<file path="config.mk">
export PLATFORM = sky130hd
export DESIGN_NAME = shift_arbiter
export DESIGN_NICKNAME = d
export VERILOG_FILES = /design/src/rtl/shift_arbiter.sv
export SDC_FILE = /design/constraint.sdc
export NUM_CORES = 1
export LEC_CHECK = 0
export CORE_MARGIN = 2
export CORE_UTILIZATION = 39
export DETAILED_ROUTE_END_ITERATION = 10
export SKIP_CTS_REPAIR_TIMING = 1
export SLEW_MARGIN = 20
export SYNTH_ARGS = -nofsm -noshare
export SYNTH_HDL_FRONTEND = slang
export SYNTH_SLANG_ARGS = --single-unit
</file>
<file path="constraint.sdc">
create_clock -name clk -period 5.66 [get_ports clk]
set_input_delay 0.849 -clock clk [delete_from_list [all_inputs] [get_ports clk]]
set_output_delay 0.849 -clock clk [all_outputs]
set_load 0.02 [all_outputs]
</file>
<file path="src/rtl/shift_arbiter.sv">
// Two-requester arbiter sharing one 32-bit barrel shifter. The granted
// operation is shifted combinationally and registered into a single output
// slot tagged with the requester id. The slot drains through a valid/ready
// response handshake and can be refilled in the same cycle it drains.

// Barrel shifter. Left shifts reuse the right-shift stages by reversing
// the bit order on the way in and on the way out.
module shift_mux (
    input  logic [31:0] data_i,
    input  logic [4:0]  sa_i,
    input  logic        right_i,
    input  logic        arith_i,
    output logic [31:0] result_o
);

    function automatic logic [31:0] bit_reverse(input logic [31:0] v);
        logic [31:0] r;
        for (int i = 0; i < 32; i++) begin
            r[i] = v[31-i];
        end
        return r;
    endfunction

    logic        fill;
    logic [31:0] src;
    logic [31:0] st1;
    logic [31:0] st2;
    logic [31:0] st4;
    logic [31:0] st8;
    logic [31:0] st16;

    // Five logarithmic right-shift stages; fill bit is the sign only for
    // arithmetic right shifts, zero otherwise.
    always_comb begin
        fill     = right_i & arith_i & data_i[31];
        src      = right_i ? data_i : bit_reverse(data_i);
        st1      = sa_i[0] ? {fill, src[31:1]}          : src;
        st2      = sa_i[1] ? {{2{fill}},  st1[31:2]}    : st1;
        st4      = sa_i[2] ? {{4{fill}},  st2[31:4]}    : st2;
        st8      = sa_i[3] ? {{8{fill}},  st4[31:8]}    : st4;
        st16     = sa_i[4] ? {{16{fill}}, st8[31:16]}   : st8;
        result_o = right_i ? st16 : bit_reverse(st16);
    end

endmodule

// Slot FSM:
//   state      | meaning
//   SLOT_EMPTY | no result held, resp_valid low
//   SLOT_FULL  | result held in resp_data/resp_id, resp_valid high
module shift_arbiter #(
    parameter int CNT_W = 16
) (
    input  logic             clk,
    input  logic             clrn,
    input  logic             req0_valid,
    output logic             req0_ready,
    input  logic [31:0]      req0_data,
    input  logic [4:0]       req0_sa,
    input  logic             req0_right,
    input  logic             req0_arith,
    input  logic             req1_valid,
    output logic             req1_ready,
    input  logic [31:0]      req1_data,
    input  logic [4:0]       req1_sa,
    input  logic             req1_right,
    input  logic             req1_arith,
    output logic             resp_valid,
    input  logic             resp_ready,
    output logic [31:0]      resp_data,
    output logic             resp_id,
    output logic [CNT_W-1:0] op_count
);

    typedef enum logic {
        SLOT_EMPTY = 1'b0,
        SLOT_FULL  = 1'b1
    } slot_state_t;

    slot_state_t      state_q;
    slot_state_t      state_d;
    logic [31:0]      resp_data_q;
    logic             resp_id_q;
    logic             last_grant_q;
    logic [CNT_W-1:0] op_count_q;

    logic             can_accept;
    logic             gnt_any;
    logic             gnt_id;
    logic             accept;
    logic             consume;

    logic [31:0]      sh_data;
    logic [4:0]       sh_sa;
    logic             sh_right;
    logic             sh_arith;
    logic [31:0]      sh_result;

    // Round-robin grant: a lone valid wins outright; on contention the
    // requester that did not win the last accept goes first.
    always_comb begin
        gnt_any = req0_valid | req1_valid;
        gnt_id  = 1'b0;
        if (req0_valid && req1_valid) begin
            gnt_id = ~last_grant_q;
        end else if (req1_valid) begin
            gnt_id = 1'b1;
        end
    end

    // The slot can take a new result when empty or when it drains this
    // cycle; reset forces both readys low.
    always_comb begin
        can_accept = clrn & ((state_q == SLOT_EMPTY) | resp_ready);
        req0_ready = can_accept & gnt_any & ~gnt_id;
        req1_ready = can_accept & gnt_any &  gnt_id;
        accept     = req0_ready | req1_ready;
        consume    = (state_q == SLOT_FULL) & resp_ready;
    end

    // Steer the granted requester's operands into the shared shifter.
    always_comb begin
        if (gnt_id) begin
            sh_data  = req1_data;
            sh_sa    = req1_sa;
            sh_right = req1_right;
            sh_arith = req1_arith;
        end else begin
            sh_data  = req0_data;
            sh_sa    = req0_sa;
            sh_right = req0_right;
            sh_arith = req0_arith;
        end
    end

    shift_mux u_shift_mux (
        .data_i   (sh_data),
        .sa_i     (sh_sa),
        .right_i  (sh_right),
        .arith_i  (sh_arith),
        .result_o (sh_result)
    );

    // Slot next-state: fill on accept, drain only when nothing refills it.
    always_comb begin
        state_d = state_q;
        case (state_q)
            SLOT_EMPTY: begin
                if (accept) begin
                    state_d = SLOT_FULL;
                end
            end
            SLOT_FULL: begin
                if (resp_ready && !accept) begin
                    state_d = SLOT_EMPTY;
                end
            end
            default: state_d = SLOT_EMPTY;
        endcase
    end

    // Slot state register.
    always_ff @(posedge clk) begin
        if (!clrn) begin
            state_q <= SLOT_EMPTY;
        end else begin
            state_q <= state_d;
        end
    end

    // Result slot and arbitration history; both change only on an accept.
    always_ff @(posedge clk) begin
        if (!clrn) begin
            resp_data_q  <= 32'h0;
            resp_id_q    <= 1'b0;
            last_grant_q <= 1'b1;
        end else if (accept) begin
            resp_data_q  <= sh_result;
            resp_id_q    <= gnt_id;
            last_grant_q <= gnt_id;
        end
    end

    // Count consumed results; wraps silently.
    always_ff @(posedge clk) begin
        if (!clrn) begin
            op_count_q <= '0;
        end else if (consume) begin
            op_count_q <= op_count_q + {{(CNT_W-1){1'b0}}, 1'b1};
        end
    end

    assign resp_valid = (state_q == SLOT_FULL);
    assign resp_data  = resp_data_q;
    assign resp_id    = resp_id_q;
    assign op_count   = op_count_q;

endmodule

</file>
After elaboration in Yosys (flattened, before gate mapping). Cells that the tools add are included.

Register bits: 51. Output and inout bits: 52.

Add/sub/neg operators: 1. Muxes and demuxes: 16. Bitwise logic cells: 13. Reduce and logical (&&, ||, !) cells: 3.

Operators with widths (count): 32-bit two-way mux (8); 16-bit by 1-bit adder with 16-bit output (second input constant) (1); 1-bit bitwise AND (7); 1-bit two-way mux (6); 5-bit two-way mux (1); 1-bit NOT (3); 1-bit bitwise OR (3); 1-bit logical AND (2); 1-bit case mux with 2 select lines (1); 1-bit logical NOT (1).

Depth between registers and ports, before layout. Gate-level depths: netlist of the first run.

Depth after elaboration: 11. Depth in mapped cells: 12. Depth with buffers taken out: 8.

Hierarchy. A second synthesis of the first run with hierarchy kept.

Cell total of the unflattened synthesis: 759. Area, all modules: 6276.0 µm².

By module, submodules not included: shift_mux (times used 1, cells each 479, area an instance 3881.2 µm²); shift_arbiter (times used 1, cells each 280, area an instance 2394.8 µm²).

Least setup slack after synthesis of the first run. No wires, ideal clock.

Path kind: in2reg. From: input req0_sa[1]. To: register resp_data_q[18], in the netlist resp_data[18]. Setup time: 120 ps. Data arrival time: 2856 ps. Required time: 5540 ps. Slack: 2685 ps. Cell stages on the path: 9. Buffers on the path: 2. Cell sequence: buf_2 > clkbuf_1 > mux4_1 > mux2i_1 > mux2i_1 > mux2_4 > a211oi_4 > o22ai_1 > a211o_1.

Longest elaborated chain between the ends: 6.

RTL lines: from (decl) (line 59) `input logic [4:0] req0_sa,`; 5-bit two-way mux (line 123) `if (gnt_id) begin`; 32-bit two-way mux (line 38) `st2 = sa_i[1] ? {{2{fill}}, st1[31:2]} : st1;`; 32-bit two-way mux (line 39) `st4 = sa_i[2] ? {{4{fill}}, st2[31:4]} : st2;`; 32-bit two-way mux (line 40) `st8 = sa_i[3] ? {{8{fill}}, st4[31:8]} : st4;`; 32-bit two-way mux (line 41) `st16 = sa_i[4] ? {{16{fill}}, st8[31:16]} : st8;`; 32-bit two-way mux (line 42) `result_o = right_i ? st16 : bit_reverse(st16);`; to (signal assigned) (line 178) `resp_data_q <= sh_result;`; to (decl) (line 82) `logic [31:0] resp_data_q;`.

Every way passes these cells. A chain may end at the register's enable or synchronous reset.

Final worst setup path of the first run.
From: input req0_valid. To: register resp_data_q[0], in the netlist resp_data[0].

Longest elaborated chain between the ends: 11.

RTL lines: from (decl) (line 56) `input logic req0_valid,`; 1-bit logical AND (line 104) `if (req0_valid && req1_valid) begin`; 1-bit two-way mux (line 104); 1-bit two-way mux (line 123); 1-bit bitwise AND (2 in a row) (line 35) `fill = right_i & arith_i & data_i[31];`; 32-bit two-way mux (line 37) `st1 = sa_i[0] ? {fill, src[31:1]} : src;`; 32-bit two-way mux (line 38); 32-bit two-way mux (line 39); 32-bit two-way mux (line 40); 32-bit two-way mux (line 41); 32-bit two-way mux (line 42).

Parallel ways exist; a longest one is shown, timed or not.

==> results.yml, run 1 <==
outcome:
  status: "complete, no violations"
global_routing:
  grt_max_degree: 43
  grt_pass1_vias: 6537
  antenna_found_initial: 0
  grt_pass1_wl_um: 38100
  grt_overflow_total: 0
  groute.usage.overall: 0.265
setup_path:
  worstSetupPathType: "in2reg"
  crit_path_max_fanout: 26
  cp_slowest_cell: "mux2i_4"
  worstPathRequired_ns: 5.84
  slowest_delay_ns: 0.75
  path_cells: "clkdlybuf4s50_1 -> a21bo_2 -> mux2i_4 -> mux2_2 -> o21ai_0 -> o22ai_1 -> a21oi_1 -> a211oi_2 -> a221o_1"
  worstPathArrival_ns: 4.25
  start_kind: "input port"
  cp-end-kind: "flip-flop"
placed_design:
  place.port_buffers: 134
  gp_congestion: 0.907
  dp_hpwl_um: 18700
final_layout:
  nNetsFinal: 940
  final_layout_size_suffix_gt1_frac: 0.135
  register_area_um2: 1020
  area_delta_synth_final_pct: 23.0
  layout_common_cells: "clkdlybuf4s50_1, mux2i_1, nand2_1"
  final_common_cell: "clkdlybuf4s50_1"
  postLayoutCoreUtil: 0.492
  multiInputGateArea_um2: 5220
  fill_cells: 1569
  diodes: 0
clock_network:
  htreeDepth: 2
  path_clk_slew_ns: 0.07
  cts_sinks: 51
  cts_tree: "built"
  clock_tree.root_cell: "clkbuf_16"
  insertion_delay_ns: 0.30
  clockBufferDepth: 2
  cts_made_buffers: 5
power:
  p_leak_nw: 3.19
  ir_drop_v: 0.000140
  p_total_w: 0.00162
  pwr_density_cell_nw_per_um2: 198
sta:
  fin_crit_ns: 4.08
  period_share: 0.721
  tightest_slew_ns: 0.981
  relSlewSlack: 0.344
  setup-tns-final_ns: 0
  worst_clock_skew_ns: 0.00882
  rsz0062_at_grt: "false"
  max_freq_mhz: 245
  setup_viol: 0
  finalHoldViolCount: 0
  slew_viol_final: 0
route:
  drt_iter0_drc: 594
  wl_um: 24300
  wire_per_inst_um: 22.6
  vias: 6858
  viasPerCell: 6.37
  drc: 0
  dr.pass1.iters: 5
  ant_nets: 0
yosys:
  mappedNetlistArea_um2: 6660
  ys_warn_count: 0
  syn_avg_cell_area_um2: 8.62
  synthCells: 772
  ys.flop_type: "dfxtp_1"
  synth_seq_cells: 51
  synth_edf_count: 0
  synth_cell_type_count: 67
  async_flop_share: 0
  syn-num-nets: 856
  ys_seq_area_frac: 0.153
flow_run:
  cap_viol_max_count: 0
min_path:
  hold_path.class: "reg2reg"
floorplan:
  die_area_um2: 18100
  fp.dieW_um: 135
  io_pins: 135
  rows: 47
  die_h_um: 135
  fp.coreArea_um2: 16600
  start_util: 0.400
[power by group]
group | leakage (nW) | switching, W | internal (W)
Clock | 0.0875 | 0.000141 | 0.000223
Combinational | 2.69 | 0.000478 | 0.000365
Sequential | 0.419 | 0.0000214 | 0.000393
Total | 3.19 | 0.000640 | 0.000981
[synth_stat cells (5+ instances only)]
cell type	number	area (um2)
nand3_1	18	90.1
a32oi_1	5	43.8
nand2_1	65	244
dfxtp_1	51	1020
o21ai_1	8	40.0
and3_1	8	50.1
buf_2	30	150
mux4_1	9	236
or3_1	7	43.8
nor2_1	60	225
clkbuf_1	26	97.6
mux2_2	33	372
a211o_1	5	43.8
a22oi_1	9	67.6
o22ai_1	6	37.5
mux4_2	33	743
xor2_1	10	87.6
o21ai_0	43	215
buf_4	13	97.6
a21oi_1	57	285
nand4_1	5	31.3
mux2i_1	125	1250
a31oi_1	7	43.8
a211oi_1	5	37.5
nor3_1	20	100
a221o_1	6	60.1
a221oi_1	6	52.6
o211ai_1	16	120
o221ai_1	6	52.6
o31ai_1	6	45.0
[registers in the layout, indices dropped and copies added (netlist names)]
signal / count
op_count: 16
resp_id: 1
last_grant_q: 1
resp_valid: 1
resp_data: 32
[per-stage QoR]
| stage | instance area, um2 | setup WS [ns] | cells | hold WS, ns |
|---|---|---|---|---|
| 2_1_floorplan | 6660 | 2.68 | 772 | 0.459 |
| 3_3_place_gp | 8010 | 1.43 | 1069 | 0.439 |
| 3_5_place_dp | 8010 | 1.34 | 1069 | 0.449 |
| 4_1_cts | 8190 | 1.63 | 1077 | 0.458 |
| 5_1_grt | 8190 | 1.42 | 1077 | 0.485 |
| 6_report | 8190 | 1.58 | 1077 | 0.455 |
[kinds of logic (layout without fill, tap and decap cells)]
logic type | Yosys count | count (layout) | synth area share
adder cells (fa/ha/maj) | 1 | 1 | 0.00188
buffers and inverters | 81 | 166 | 0.0648
XOR/XNOR | 13 | 13 | 0.0171
multiplexers | 206 | 206 | 0.405
AO/OA/AOI/OAI | 219 | 219 | 0.223
AND/OR/NAND/NOR | 201 | 201 | 0.135
flip-flops | 51 | 51 | 0.153
[final cells by class]
cell class	instances	area share
multi-input cells	640	0.637
repair buffers	154	0.181
flip-flops and latches	51	0.125
well taps	220	0.0336
clock buffers	6	0.0170
clock inverters	2	0.00474
inverters	4	0.00183
[worst max-delay path: cells and delay by family]
| family | cells | cell delay [ns] |
|---|---|---|
| mux | 2 | 1.19 |
| buf+inv | 1 | 0.56 |
| compound gates | 6 | 1.64 |
[routing by layer]
metal  up-vias  routed length, um  global-route usage
li1       3168                  -                   -
met1      3335              10800               0.385
met2       334              11600               0.430
met3        21               1680              0.0282
met4         0                256              0.0462
met5         -                  0                   0
[path summary, 6_finish.rpt]
check	from	endpoint	slack [ns]	cells after the start
setup reg to reg	last_grant_q	resp_data[0]	2.31	8
hold / removal	resp_id	resp_id	0.46	2
setup / recovery	req0_valid	resp_data[0]	1.58	9
hold reg to reg	resp_id	resp_id	0.46	2
Power figures use the tool's default switching activity.
==> run 2, diff against run 1 <==
- clock period: 5.66 -> 4 ns (I/O delays scaled with it)
==> run 2 against run 1 <==
Clock-buffer cell count shrank 1. Sequential power grew 42%. Utilization grew 0.90 points. Register-to-register slack lost 1.2 ns. Worst setup slack lost 1.0 ns. Non-clock buffer count grew 17. Worst hold slack lost 0.0069 ns.
==> results.yml, run 2 (synthesized netlist as in run 1, its figures left out) <==
outcome:
  status: "complete, no violations"
setup_path:
  r2r_cells: 9
  critical_path.endpoint: "resp_data[25]"
  reg2reg_from: "last_grant_q"
  rrSetupSlack_ns: 1.10
  critPathTopFamily: "multiplexers"
  cp-end-kind: "flip-flop"
  worstPathArrival_ns: 3.58
  start_kind: "input port"
  worstSetupPathType: "in2reg"
  path_buf_inv: 2
  rr_endpoint: "resp_data[1]"
  slowest_delay_ns: 0.56
  cp_slowest_cell: "mux4_2"
  crit_path_max_fanout: 25
  crit_cells: 10
  crit_start: "req0_sa[0]"
  path_cells: "buf_2 -> buf_4 -> mux4_2 -> mux2i_1 -> mux2i_1 -> mux2_2 -> a21oi_1 -> nor2_1 -> a21oi_1 -> o21ai_0"
  worstPathRequired_ns: 4.17
sta:
  worst_clock_skew_ns: 0.0110
  setup_viol: 0
  tightest_slew_ns: 0.852
  max_freq_mhz: 293
  period_share: 0.854
  setup-tns-final_ns: 0
  fin_crit_ns: 3.42
  finalHoldViolCount: 0
  relSlewSlack: 0.430
  whs_ns: 0.449
  slew_viol_final: 0
  rsz0062_at_grt: "false"
final_layout:
  area_delta_synth_final_pct: 25.3
  layout_common_cells: "clkdlybuf4s50_1, mux2i_1, nand2_1"
  diodes: 0
  fill_cells: 1574
  finalNonFillerCells: 1093
  largest_reg_flops: 32
  postLayoutCoreUtil: 0.501
  nNetsFinal: 957
  final_layout_size_suffix_gt1_frac: 0.151
  final_common_cell: "clkdlybuf4s50_1"
power:
  p_seq_frac: 0.256
  comb_power_share: 0.534
  swShare: 0.397
  power_switching_w: 0.000912
  pwr_density_cell_nw_per_um2: 275
  clock_power_share: 0.210
  p_leak_nw: 3.28
  p_total_w: 0.00230
  p_int_w: 0.00138
  ir_drop_v: 0.000143
clock_network:
  clock_tree.root_cell: "clkbuf_16"
  htreeDepth: 2
  cts_made_buffers: 5
  cts_tree: "built"
  clockBufferDepth: 2
  path_clk_slew_ns: 0.07
  cts_sinks: 51
  insertion_delay_ns: 0.30
floorplan:
  fp.coreArea_um2: 16600
  die_area_um2: 18100
  io_pins: 135
  start_util: 0.400
  rows: 47
  die_h_um: 135
  fp.dieW_um: 135
placed_design:
  dp_hpwl_um: 19500
  placed_cells: 1086
  gp_congestion: 0.940
  place.port_buffers: 134
route:
  drt_iter0_drc: 702
  wl_um: 24800
  drc: 0
  dr.pass1.iters: 5
  viasPerCell: 6.37
  vias: 6966
  ant_nets: 0
  wire_per_inst_um: 22.7
global_routing:
  grt_overflow_total: 0
  grt_pass1_wl_um: 39400
  grt_max_degree: 38
  grt_pass1_vias: 6894
  groute.usage.overall: 0.274
  antenna_found_initial: 0
flow_run:
  cap_viol_max_count: 0
min_path:
  hold_path.class: "reg2reg"
-- run 2: cell count changes in the layout (fill, tap and decap cells not counted) --
| cell | previous run | this run |
|---|---|---|
| inv_6 | 1 | 0 |
| buf_4 | 20 | 34 |
| buf_12 | 0 | 3 |
| clkbuf_8 | 1 | 0 |
| clkinvlp_4 | 0 | 1 |
-- run 2: power by group through the flow --
stage / Sequential (W) / Combinational [W] / Clock [W]
floorplan: 0.000649 / 0.000704 / 0
global placement: 0.000597 / 0.00119 / 0
detailed placement: 0.000599 / 0.00120 / 0
CTS: 0.000588 / 0.00121 / 0.000487
global route: 0.000593 / 0.00130 / 0.000516
finish: 0.000588 / 0.00123 / 0.000483
-- run 2: worst min-delay path by stage --
stage	startpoint	end	slack, ns	cells past startpoint
CTS	resp_id	resp_id	0.45	2
global route	resp_id	resp_id	0.49	2
floorplan	last_grant_q	last_grant_q	0.46	2
finish	resp_id	resp_id	0.45	2
detailed placement	resp_id	resp_id	0.44	2
global placement	resp_id	resp_id	0.44	2
-- run 2: stage by stage --
step                instance area, um2  setup slack, ns
floorplan                         6660             1.27
finish                            8340            0.584
detailed placement                8180            0.365
CTS                               8340            0.671
global placement                  8180            0.431
global route                      8340            0.426
-- run 2: routing by layer --
layer	global-route usage	vias to the layer above	wire (um)
met2	0.449	354	11600
met1	0.384	3386	10900
li1	-	3187	-
met5	0	-	0
met3	0.0405	39	1870
met4	0.0550	0	442
-- run 2: area by class of cell --
type | instances | area (um2) | share of cell area
multi-input cells | 640 | 5220 | 0.626
repair buffers | 171 | 1650 | 0.197
flip-flops and latches | 51 | 1020 | 0.122
well taps | 220 | 275 | 0.0330
clock buffers | 5 | 125 | 0.0150
clock inverters | 2 | 37.5 | 0.00450
inverters | 4 | 15.0 | 0.00180
-- run 2: worst register-to-register path, stage by stage, from the launching register on --
cell and delay [ns]:
dfxtp_1 0.39, a21bo_2 0.37, buf_12 0.26, mux2_4 0.45, mux2i_1 0.19, mux2i_1 0.34, a22oi_1 0.17, a22oi_1 0.32
o21ai_1 0.13, o221ai_1 0.21
==> run 3, diff against run 2 <==
- ABC_CLOCK_PERIOD_IN_PS: unset -> 4000
==> results of run 3 <==
The final DEF is identical to that of run 2; final timing and power are the same.
